===== config.mk =====
export PLATFORM = sky130hd
export DESIGN_NAME = stack_arbiter
export DESIGN_NICKNAME = d
export VERILOG_FILES = /design/src/rtl/stack_arbiter.sv
export SDC_FILE = /design/constraint.sdc
export NUM_CORES = 1
export LEC_CHECK = 0
export ABC_AREA = 0
export CELL_PAD_IN_SITES_DETAIL_PLACEMENT = 1
export CELL_PAD_IN_SITES_GLOBAL_PLACEMENT = 2
export CORE_AREA = 4 4 63 65
export DETAILED_ROUTE_END_ITERATION = 6
export DIE_AREA = 0 0 67 69
export PLACE_DENSITY = 0.84
export SLEW_MARGIN = 40
export SYNTH_ARGS = -nofsm -noshare
export SYNTH_HDL_FRONTEND = slang
export SYNTH_SLANG_ARGS = --single-unit

===== constraint.sdc =====
create_clock -name clk -period 3.8 [get_ports clk]
set_input_delay 0.76 -clock clk [delete_from_list [all_inputs] [get_ports clk]]
set_output_delay 0.76 -clock clk [all_outputs]
set_load 0.02 [all_outputs]

===== src/rtl/stack_arbiter.sv =====
// rtl/stack_arbiter.sv - two-requester push/pop arbiter and sequencer for an 8x4 LIFO stack
module stack_arbiter #(
  parameter int DATA_W     = 4,
  parameter bit FIXED_PRIO = 1'b0
) (
  input  logic              clk,
  input  logic              reset,
  input  logic              req0,
  input  logic              req1,
  input  logic              op0,
  input  logic              op1,
  input  logic [DATA_W-1:0] wdata0,
  input  logic [DATA_W-1:0] wdata1,
  output logic              ack0,
  output logic              ack1,
  output logic [DATA_W-1:0] rdata,
  output logic              err,
  output logic              busy,
  output logic              stk_push,
  output logic              stk_pop,
  output logic [DATA_W-1:0] stk_data_in,
  input  logic [DATA_W-1:0] stk_data_out,
  input  logic              stk_empty,
  input  logic              stk_full
);

  typedef enum logic [1:0] {
    IDLE  = 2'd0,
    ISSUE = 2'd1,
    WAIT  = 2'd2,
    RESP  = 2'd3
  } state_t;

  state_t state;
  logic   owner;
  logic   op;
  logic   last_grant;

  logic              pick;
  logic              pick_op;
  logic [DATA_W-1:0] pick_data;
  logic              reject;

  // Owner selection and the full/empty check only matter in IDLE
  always_comb begin
    pick = 1'b0;
    if (req0 && req1) begin
      pick = FIXED_PRIO ? 1'b0 : ~last_grant;
    end else begin
      pick = req1;
    end
    pick_op   = pick ? op1 : op0;
    pick_data = pick ? wdata1 : wdata0;
    reject    = pick_op ? stk_empty : stk_full;
  end

  always_ff @(posedge clk) begin
    if (reset) begin
      state       <= IDLE;
      owner       <= 1'b0;
      op          <= 1'b0;
      last_grant  <= 1'b1;
      ack0        <= 1'b0;
      ack1        <= 1'b0;
      rdata       <= '0;
      err         <= 1'b0;
      busy        <= 1'b0;
      stk_push    <= 1'b0;
      stk_pop     <= 1'b0;
      stk_data_in <= '0;
    end else begin
      // Strobes and acks are single-cycle pulses
      stk_push <= 1'b0;
      stk_pop  <= 1'b0;
      ack0     <= 1'b0;
      ack1     <= 1'b0;
      case (state)
        IDLE: begin
          if (req0 || req1) begin
            owner       <= pick;
            op          <= pick_op;
            last_grant  <= pick;
            stk_data_in <= pick_data;
            busy        <= 1'b1;
            if (reject) begin
              err   <= 1'b1;
              rdata <= '0;
              ack0  <= ~pick;
              ack1  <= pick;
              state <= RESP;
            end else begin
              stk_push <= ~pick_op;
              stk_pop  <= pick_op;
              state    <= ISSUE;
            end
          end
        end
        ISSUE: begin
          state <= WAIT;
        end
        WAIT: begin
          rdata <= op ? stk_data_out : '0;
          err   <= 1'b0;
          ack0  <= ~owner;
          ack1  <= owner;
          state <= RESP;
        end
        RESP: begin
          busy  <= 1'b0;
          state <= IDLE;
        end
        default: begin
          busy  <= 1'b0;
          state <= IDLE;
        end
      endcase
    end
  end

endmodule


==> flow_summary_export.csv, run 1 <==
group,metric,value,unit
yosys,synth_top_cell_by_area,"dfxtp_1",
route,dr.pass1.iters,4,
yosys,async_reset_ff_share,0,%
die,io_pins,34,
worst_setup_path,cp_max_fo,9,
power_and_ir_drop,p_comb_share,48.0,%
placement,detailedPlace.worstSlack,1109,ps
route,drtIter0Drc,36,
power_and_ir_drop,clock_power_share,13.7,%
yosys,synth_most_common_cell,"dfxtp_1",
yosys,synth_cell_types,31,
yosys,ys_seq_elements,19,
yosys,synthXorXnorAreaFrac,0,%
worst_setup_path,crit_arrival,2640,ps
power_and_ir_drop,leakage,0.4678,nW
placement,placed_area,1232,sq um
outcome,status,"complete, no violations",
global_route,grt_pass1_wl,3912,um
worst_setup_path,required,4040,ps
yosys,yosys_warnings,0,
yosys,synth_edf_count,0,
worst_setup_path,setup.worst_path.start,"req1",
worst_hold_path,hold_start,"rdata[3]$_SDFFE_PP0P_",
placement,place_congestion,0.7333,
yosys,synthTopCellsByArea,"dfxtp_1 (44%), nor2_1 (6.1%), mux2i_1 (5.8%)",
clock_tree,root_buffer,"clkbuf_4",
timing,post-route-period-util,63.25,%
power_and_ir_drop,power_density,581.4,nW/um^2
yosys,synth_fa_ha_area_share,4.367,%
yosys,synth_top_family_by_area,"compound AO/OA/AOI/OAI gates",
worst_setup_path,r2r-start,"state[0]$_SDFFE_PP0P_",
yosys,synth_seq_area_share,44.25,%
yosys,synth_top_area_share,44.25,%
timing,timing.final.max_slew_violations,0,
clock_tree,cts_resized,0,
die,initial_core_util,25.76,%
global_route,grt_util_all_layers,10.78,%
worst_setup_path,start_kind,"input port",
timing,finalSetupViolCount,0,
yosys,synth_ff_type,"dfxtp_1",
yosys,synthSimpleGateAreaFrac,14.85,%
clock_tree,cts_tree,"built",
die,die_area,4623,sq um
clock_tree,clk_latency,300,ps
final_layout,drive_above_1_share,8.000,%
yosys,syn_inst,91,
global_route,grt_pass1_vias,867,
power_and_ir_drop,internal_power,0.4473,mW
clock_tree,clkTransAtPathRegs,100,ps
power_and_ir_drop,p_sw_share,38.89,%
placement,place_hpwl,1851,um
route,wl,2331,um
placement,port_buffers,33,
yosys,avgSynthCellArea,9.446,sq um
yosys,synthTopCellsByCount,"dfxtp_1 (19), nor2_1 (14), a21oi_1 (5), mux2i_1 (5)",
job,cap_violations,0,
die,rows,21,
global_route,grt_max_degree,18,
clock_tree,cts_buffers,3,
timing,period_needed,2403,ps
clock_tree,clkSinkCount,19,
power_and_ir_drop,switchingPower,0.2846,mW
route,ant_nets,0,
die,die_y,69,um
yosys,synth_compound_area_share,22.42,%
worst_setup_path,r2r_slack,1710,ps
power_and_ir_drop,irDropWorstVdd,261.9,uV
final_layout,final_nets,149,
timing,hold_viol,0,
timing,tightest_slew,740.2,ps
final_layout,stdcell_area,1259,sq um
die,die_w,67,um
timing,finalSetupTns,0,ps
timing,fmax,416.1,MHz
power_and_ir_drop,seqPwrFrac,38.3,%
route,vias,809,
timing,relSlewSlack,50.13,%
final_layout,area_delta_synth_final,46.43,%
timing,finClkSkew,7.799,ps
yosys,syn_nets,114,
yosys,muxShareOfSynthArea,9.753,%
power_and_ir_drop,p_total,0.7319,mW
clock_tree,clockBufferDepth,2,
timing,fin_ws,1397,ps
route,wl_per_cell,13.63,um
timing,whs,484.2,ps
global_route,grt-ovfl-total,0,
route,drc_errors,0,
worst_setup_path,crit_type,"input port to register",
global_route,antenna_found_initial,0,
die,core,3337,sq um
clock_tree,cts-hold-fix-buffers,0,
yosys,syn_area,859.6,sq um
worst_hold_path,hold_class,"register to register",
clock_tree,cts_setup_buffers,0,
clock_tree,htreeDepth,1,
route,via_per_inst,4.731,
final_layout,diodes,0,
worst_setup_path,endpoint_kind,"register",
timing,rsz0062_at_grt,"no",
metal layers:
metal	global-route usage, %	vias to the layer above	wire, um
li1	-	396	-
met1	12.44	390	1064
met3	4.058	2	108
met2	18.34	21	1143
met5	0	-	0
met4	2.703	0	14
power groups by stage:
stage	clock network, mW	registers (mW)	logic [mW]
floorplan	0	0.320	0.185
global placement	0	0.283	0.349
detailed placement	0	0.286	0.354
CTS	0.108	0.281	0.356
global route	0.121	0.288	0.387
finish	0.100	0.280	0.351
cell families after synthesis:
kind of cell | Yosys count
buffers and inverters | 8
AND/OR/NAND/NOR | 27
multiplexers | 8
AO/OA/AOI/OAI | 26
adder cells (fa/ha/maj) | 3
flip-flops | 19
cells in the final DEF, fill, tap and decap left out, types with 2 or more instances in the layout:
cell and n:
clkdlybuf4s50_1 33, dfxtp_1 19, nor2_1 14, mux2i_1 5, a21oi_1 5, inv_1 4
a211oi_1 4, a22o_1 4, o21ai_0 3, nand2_1 3, mux2_2 3, nor2b_1 3
ha_1 3, clkbuf_4 3, a22oi_1 2
area by class of cell:
class                           count  area [sq um]
Fill cell                         405          2078
Multi-Input combinational cell     64         441.7
Sequential cell                    19         380.4
Timing Repair Buffer               34         337.8
Tap cell                           46         57.56
Clock buffer                        4         26.28
Inverter                            4         15.01
state kept, by name (all words and copies together) (netlist names):
signal	cells
owner	1
stk_push	1
op	1
state	2
err	1
stk_data_in	4
ack1	1
last_grant	1
ack0	1
stk_pop	1
rdata	4
busy	1
metrics by stage:
| stage | cells | utilization [%] |
|---|---|---|
| 2_1_floorplan | 91 | - |
| 3_3_place_gp | 167 | 36.93 |
| 3_5_place_dp | 167 | 36.93 |
| 4_1_cts | 171 | 37.72 |
| 5_1_grt | 171 | 37.72 |
| 6_report | 171 | 37.72 |
worst max-delay path: stages:
cell	delay [ps]
clkdlybuf4s50_1	560
a21boi_2	180
buf_4	190
mux2_2	370
a211oi_2	360
a22o_1	200
final timing paths:
| path | endpoint | cells after the start |
|---|---|---|
| worst max-delay path | rdata[0]$_SDFFE_PP0P_ | 6 |
| worst min-delay path | rdata[3]$_SDFFE_PP0P_ | 1 |
| worst max register to register | rdata[0]$_SDFFE_PP0P_ | 6 |
| worst min register to register | rdata[3]$_SDFFE_PP0P_ | 1 |
No activity file was read; power rests on OpenSTA's default activity.
==> run 2: changes to the inputs <==
--- a/config.mk
+++ b/config.mk
@@ -8,10 +8,10 @@
 export ABC_AREA = 0
 export CELL_PAD_IN_SITES_DETAIL_PLACEMENT = 1
 export CELL_PAD_IN_SITES_GLOBAL_PLACEMENT = 2
-export CORE_AREA = 4 4 63 65
+export CORE_AREA = 4 4 65 67
 export DETAILED_ROUTE_END_ITERATION = 6
-export DIE_AREA = 0 0 67 69
-export PLACE_DENSITY = 0.84
+export DIE_AREA = 0 0 69 71
+export PLACE_DENSITY = 0.8
 export SLEW_MARGIN = 40
 export SYNTH_ARGS = -nofsm -noshare
 export SYNTH_HDL_FRONTEND = slang
==> constraint.sdc (replaced) <==
create_clock -name clk -period 2.25 [get_ports clk]
set_input_delay 0.45 -clock clk [delete_from_list [all_inputs] [get_ports clk]]
set_output_delay 0.45 -clock clk [all_outputs]
set_load 0.02 [all_outputs]
==> run 2 against run 1 <==
  * Non-clock buffer count increased by 5
  * Critical path type unchanged
  * Wire length is 4.5% higher
  * Largest cell class unchanged
  * Worst hold slack improved by 1.2 ps
  * First-iteration DRC count fell by 75%
  * Sequential share of layout area decreased by 1.3 points
  * Combinational power up 81%
  * Utilization is 1.5 points lower
==> flow_summary_export.csv, run 2 (same netlist as run 1, synthesis figures left out) <==
group,metric,value,unit
final_layout,mostFrequentLayoutCell,"clkdlybuf4s50_1",
worst_setup_path,r2r_slack,420,ps
worst_setup_path,start_kind,"input port",
placement,place_congestion,0.7749,
timing,fin_ws,310.9,ps
final_layout,multi_input_area,441.7,sq um
worst_setup_path,crit_type,"input port to register",
global_route,grt-ovfl-total,0,
clock_tree,cts_resized,0,
clock_tree,clkTransAtPathRegs,70,ps
die,rows,22,
die,die_y,71,um
route,ant_nets,0,
die,die_w,69,um
clock_tree,cts_buffers,3,
route,wl_per_cell,13.68,um
timing,tightest_slew,472.6,ps
worst_hold_path,holdPathStages,1,
clock_tree,htreeDepth,1,
clock_tree,cts-hold-fix-buffers,0,
die,core,3633,sq um
timing,rsz0062_at_grt,"no",
worst_setup_path,r2r-start,"state[0]$_SDFFE_PP0P_",
placement,port_buffers,33,
final_layout,area_delta_synth_final,53.27,%
final_layout,fillerInstances,435,
power_and_ir_drop,p_comb_share,47.3,%
final_layout,layout_common_cells,"clkdlybuf4s50_1 (33), dfxtp_1 (19), nor2_1 (14), buf_4 (6)",
global_route,grt_pass1_wl,4298,um
power_and_ir_drop,p_sw_share,37.41,%
worst_setup_path,r2r_end,"err$_SDFFE_PP0P_",
final_layout,stdcell_count,178,
clock_tree,clockBufferDepth,2,
placement,detailedPlace.worstSlack,25.90,ps
timing,finalSetupViolCount,0,
timing,fmax,515.7,MHz
worst_hold_path,min_to,"rdata[2]$_SDFFE_PP0P_",
placement,place_inst,174,
final_layout,stdcell_area,1318,sq um
clock_tree,cts_setup_buffers,0,
worst_setup_path,crit_arrival,2130,ps
global_route,grt_max_degree,17,
job,cap_violations,0,
worst_setup_path,required,2450,ps
power_and_ir_drop,leakage,0.4998,nW
power_and_ir_drop,power_density,1019,nW/um^2
timing,hold_viol,0,
placement,place_hpwl,1958,um
power_and_ir_drop,switchingPower,0.5021,mW
worst_setup_path,endpoint_kind,"register",
timing,timing.final.max_slew_violations,0,
die,io_pins,34,
final_layout,drive_above_1_share,11.54,%
power_and_ir_drop,clock_power_share,17.2,%
route,dr.pass1.iters,3,
placement,placed_area,1272,sq um
global_route,antenna_found_initial,0,
timing,period_needed,1939,ps
timing,post-route-period-util,86.18,%
route,drc_errors,0,
final_layout,reg_top3,"rdata: 4 flops, stk_data_in: 4 flops, state: 2 flops",
final_layout,diodes,0,
outcome,status,"complete, no violations",
timing,relSlewSlack,68.23,%
route,drtIter0Drc,9,
global_route,grt_util_all_layers,10.73,%
power_and_ir_drop,seqPwrFrac,35.5,%
clock_tree,root_buffer,"clkbuf_8",
die,die_area,4899,sq um
die,initial_core_util,23.66,%
route,vias,815,
worst_hold_path,hold_start,"rdata[2]$_SDFFE_PP0P_",
final_layout,final_nets,154,
route,wl,2435,um
route,via_per_inst,4.579,
global_route,grt_pass1_vias,897,
worst_hold_path,hold_class,"register to register",
worst_setup_path,cp_max_fo,5,
final_layout,regArea,380.4,sq um
power_and_ir_drop,irDropWorstVdd,234.0,uV
worst_setup_path,reg2reg_depth,5,
timing,finClkSkew,2.958,ps
clock_tree,clk_latency,250,ps
clock_tree,cts_tree,"built",
power_and_ir_drop,internal_power,0.8399,mW
timing,finalSetupTns,0,ps
clock_tree,clkSinkCount,19,
run 2: changes by cell type in the layout (fill, tap and decap cells not counted), sizes merged:
cell	previous run	this run
buf	1	6
run 2: power groups by stage:
stage	clock network [mW]	logic, mW	registers (mW)
floorplan	0	0.313	0.541
global placement	0	0.622	0.482
detailed placement	0	0.642	0.484
CTS	0.243	0.646	0.478
global route	0.251	0.711	0.488
finish	0.231	0.635	0.476
run 2: worst max path at each step:
stage,startpoint,end
finish,req0,rdata[3]$_SDFFE_PP0P_
global route,req0,rdata[3]$_SDFFE_PP0P_
CTS,req0,rdata[3]$_SDFFE_PP0P_
detailed placement,req0,rdata[3]$_SDFFE_PP0P_
global placement,req0,rdata[1]$_SDFFE_PP0P_
floorplan,req1,rdata[0]$_SDFFE_PP0P_
run 2: stage by stage:
step                      utilization (%)  total power [mW]  hold slack [ps]
after floorplan                         -            0.8533            473.7
after global placement              35.02             1.104            467.3
after detailed placement            35.02             1.126            469.2
after CTS                           36.26             1.366            486.9
after global routing                36.26             1.450            518.9
final                               36.26             1.342            485.4
run 2: final cells by class:
cell class,instances,area share [%]
Timing Repair Buffer,39,28.49
Tap cell,48,4.558
Inverter,4,1.140
Clock buffer,4,3.419
Multi-Input combinational cell,64,33.52
Sequential cell,19,28.87
run 2: worst max-delay path, cell delays in order:
cell and delay (ps):
clkdlybuf4s50_1 500, a21boi_2 240, buf_4 160, mux2i_1 110, o31ai_1 460, a22o_1 200
run 2: per-layer routing:
layer,vias up,global-route usage [%],part of all wire [%]
met1,384,12.67,45
met3,0,2.415,4.6
met5,-,0,0
li1,408,-,-
met4,0,4.555,0
met2,23,18.64,51
==> run 3: changes to the inputs <==
--- a/config.mk
+++ b/config.mk
@@ -8,10 +8,11 @@
 export ABC_AREA = 0
 export CELL_PAD_IN_SITES_DETAIL_PLACEMENT = 1
 export CELL_PAD_IN_SITES_GLOBAL_PLACEMENT = 2
-export CORE_AREA = 4 4 65 67
+export CORE_AREA = 4 4 59 61
 export DETAILED_ROUTE_END_ITERATION = 6
-export DIE_AREA = 0 0 69 71
-export PLACE_DENSITY = 0.8
+export DIE_AREA = 0 0 63 65
+export DONT_BUFFER_PORTS = 1
+export PLACE_DENSITY = 0.71
 export SLEW_MARGIN = 40
 export SYNTH_ARGS = -nofsm -noshare
 export SYNTH_HDL_FRONTEND = slang
==> constraint.sdc (replaced) <==
create_clock -name clk -period 1.64 [get_ports clk]
set_input_delay 0.164 -clock clk [delete_from_list [all_inputs] [get_ports clk]]
set_output_delay 0.164 -clock clk [all_outputs]
set_load 0.02 [all_outputs]
==> run 3 against run 2 <==
  * Via count is 10% lower
  * Sequential share of layout area increased by 8.5 points
  * Combinational power fell by 6.8%
  * Wire length down 10%
  * Utilization decreased by 2.1 points
  * Clock skew is 4.2 ps higher
  * Total power is 18% higher
  * Non-clock buffer count down 28
  * Worst hold slack worse by 470 ps
==> flow_summary_export.csv, run 3 (same netlist as run 1, synthesis figures left out) <==
group,metric,value,unit
job,cap_violations,0,
power_and_ir_drop,seqPwrFrac,47.5,%
route,wl_met1,986,um
route,routed.top_layer,"met4",
final_layout,regArea,380.4,sq um
final_layout,reg_top3,"rdata: 4 flops, stk_data_in: 4 flops, state: 2 flops",
final_layout,stdcell_area,1017,sq um
worst_setup_path,start_kind,"register",
timing,period_needed,1499,ps
worst_setup_path,cp_max_fo,4,
route,wl_met3,207,um
placement,placed_area,900.9,sq um
die,die_w,63,um
power_and_ir_drop,leakage,0.3939,nW
global_route,grt_pass1_wl,3808,um
power_and_ir_drop,p_sw_share,41.81,%
global_route,grt_util_all_layers,12.10,%
worst_setup_path,reg2reg_depth,4,
timing,finClkSkew,7.154,ps
route,drc_errors,0,
power_and_ir_drop,clock_power_share,15.2,%
power_and_ir_drop,power_density,1560,nW/um^2
timing,hold_viol,0,
worst_hold_path,min_to,"stk_data_in[3]$_SDFFE_PP0P_",
route,dr.pass1.iters,4,
clock_tree,cts_setup_buffers,0,
global_route,antenna_found_initial,0,
timing,timing.final.max_slew_violations,0,
global_route,grt_max_degree,16,
die,initial_core_util,28.87,%
final_layout,diodes,0,
clock_tree,root_buffer,"clkbuf_4",
route,ant_nets,0,
global_route,grt-ovfl-total,0,
die,die_area,4095,sq um
power_and_ir_drop,irDropWorstVdd,594.9,uV
worst_hold_path,holdPathStages,2,
final_layout,layout_common_cells,"dfxtp_1 (19), nor2_1 (14), dlygate4sd3_1 (8), mux2i_1 (5), a21oi_1 (5)",
worst_hold_path,hold_start,"wdata1[3]",
final_layout,area_delta_synth_final,18.34,%
worst_setup_path,endpoint_kind,"register",
power_and_ir_drop,internal_power,0.9236,mW
timing,finalSetupViolCount,0,
outcome,status,"complete, no violations",
route,wl_per_cell,16.22,um
route,via_per_inst,5.430,
timing,finalSetupTns,0,ps
clock_tree,cts_buffers,3,
worst_hold_path,hold_class,"input port to register",
clock_tree,htreeDepth,1,
clock_tree,clk_latency,300,ps
final_layout,mostFrequentLayoutCell,"dfxtp_1",
final_layout,fillerInstances,342,
worst_setup_path,r2r_end,"rdata[0]$_SDFFE_PP0P_",
worst_setup_path,crit_type,"register to register",
timing,fmax,666.9,MHz
die,rows,20,
worst_setup_path,required,1900,ps
die,io_pins,34,
clock_tree,cts_tree,"built",
final_layout,final_nets,126,
timing,rsz0062_at_grt,"no",
clock_tree,clkTransAtPathRegs,110,ps
timing,relSlewSlack,60.35,%
power_and_ir_drop,p_total,1.587,mW
worst_setup_path,r2r-start,"last_grant$_SDFFE_PP1P_",
die,core,2978,sq um
power_and_ir_drop,switchingPower,0.6637,mW
die,die_y,65,um
timing,post-route-period-util,91.43,%
placement,place_congestion,0.7213,
power_and_ir_drop,p_comb_share,37.3,%
placement,place_hpwl,1631,um
clock_tree,clkSinkCount,19,
route,drtIter0Drc,31,
final_layout,multi_input_area,450.4,sq um
timing,tightest_slew,592.8,ps
worst_setup_path,crit_arrival,1760,ps
global_route,grt_pass1_vias,806,
final_layout,drive_above_1_share,14.71,%
route,vias,733,
placement,port_buffers,0,
route,wl,2190,um
route,wl_met2,973,um
worst_setup_path,r2r_slack,140,ps
clock_tree,clockBufferDepth,2,
## run 3: changes by cell type in the layout (fill, tap and decap cells not counted), sizes merged
cell / delta
clkbuf: -1
clkdlybuf4s50: -33
dlygate4sd3: +8
clkinv: +1
buf: -3
## run 3: worst max-delay path by stage
stage	slack [ps]	start	endpoint
after floorplan	150	state[0]$_SDFFE_PP0P_	rdata[0]$_SDFFE_PP0P_
after global placement	160	last_grant$_SDFFE_PP1P_	rdata[1]$_SDFFE_PP0P_
after detailed placement	60	last_grant$_SDFFE_PP1P_	rdata[0]$_SDFFE_PP0P_
after CTS	40	last_grant$_SDFFE_PP1P_	rdata[3]$_SDFFE_PP0P_
after global routing	10	last_grant$_SDFFE_PP1P_	err$_SDFFE_PP0P_
final	140	last_grant$_SDFFE_PP1P_	rdata[0]$_SDFFE_PP0P_
## run 3: final cells by class
cell class | count | area share [%]
clock inverters | 1 | 0.4920
multi-input cells | 64 | 44.28
repair buffers | 11 | 10.09
clock buffers | 3 | 2.214
well taps | 33 | 4.059
inverters | 4 | 1.476
flip-flops and latches | 19 | 37.39
## run 3: power groups by stage
stage	combinational [mW]	clock, mW	sequential (mW)
3_5_place_dp	0.563	0	0.770
6_report	0.592	0.241	0.754
4_1_cts	0.589	0.260	0.759
2_1_floorplan	0.429	0	0.742
5_1_grt	0.684	0.283	0.770
3_3_place_gp	0.549	0	0.765
## run 3: timing repair
item                       CTS  global route
setup endpoints to repair    0             8
gates resized for setup      0             3
hold buffers                 8             0
hold endpoints to repair    19             0
## run 3: per-stage QoR
step                      hold WS (ps)  util, %  setup WS (ps)  cells
final                            17.53    34.16          140.6    135
after global routing             5.093    34.16          12.02    135
after floorplan                  240.7        -          148.0     91
after global placement           238.5    30.25          155.6    123
after detailed placement         240.7    30.25          62.13    123
after CTS                        3.509    33.87          43.71    135
## run 3: metal layers
layer / vias up / GRT usage, %
li1: 354 / -
met1: 341 / 13.92
met2: 34 / 19.37
met3: 4 / 6.066
met4: 0 / 4.132
met5: - / 0
## run 3: critical path, cell delays in order (launching register included)
cell      delay, ps
dfxtp_1         360
a21boi_2        160
mux2_2          380
a211oi_2        370
a22o_1          190
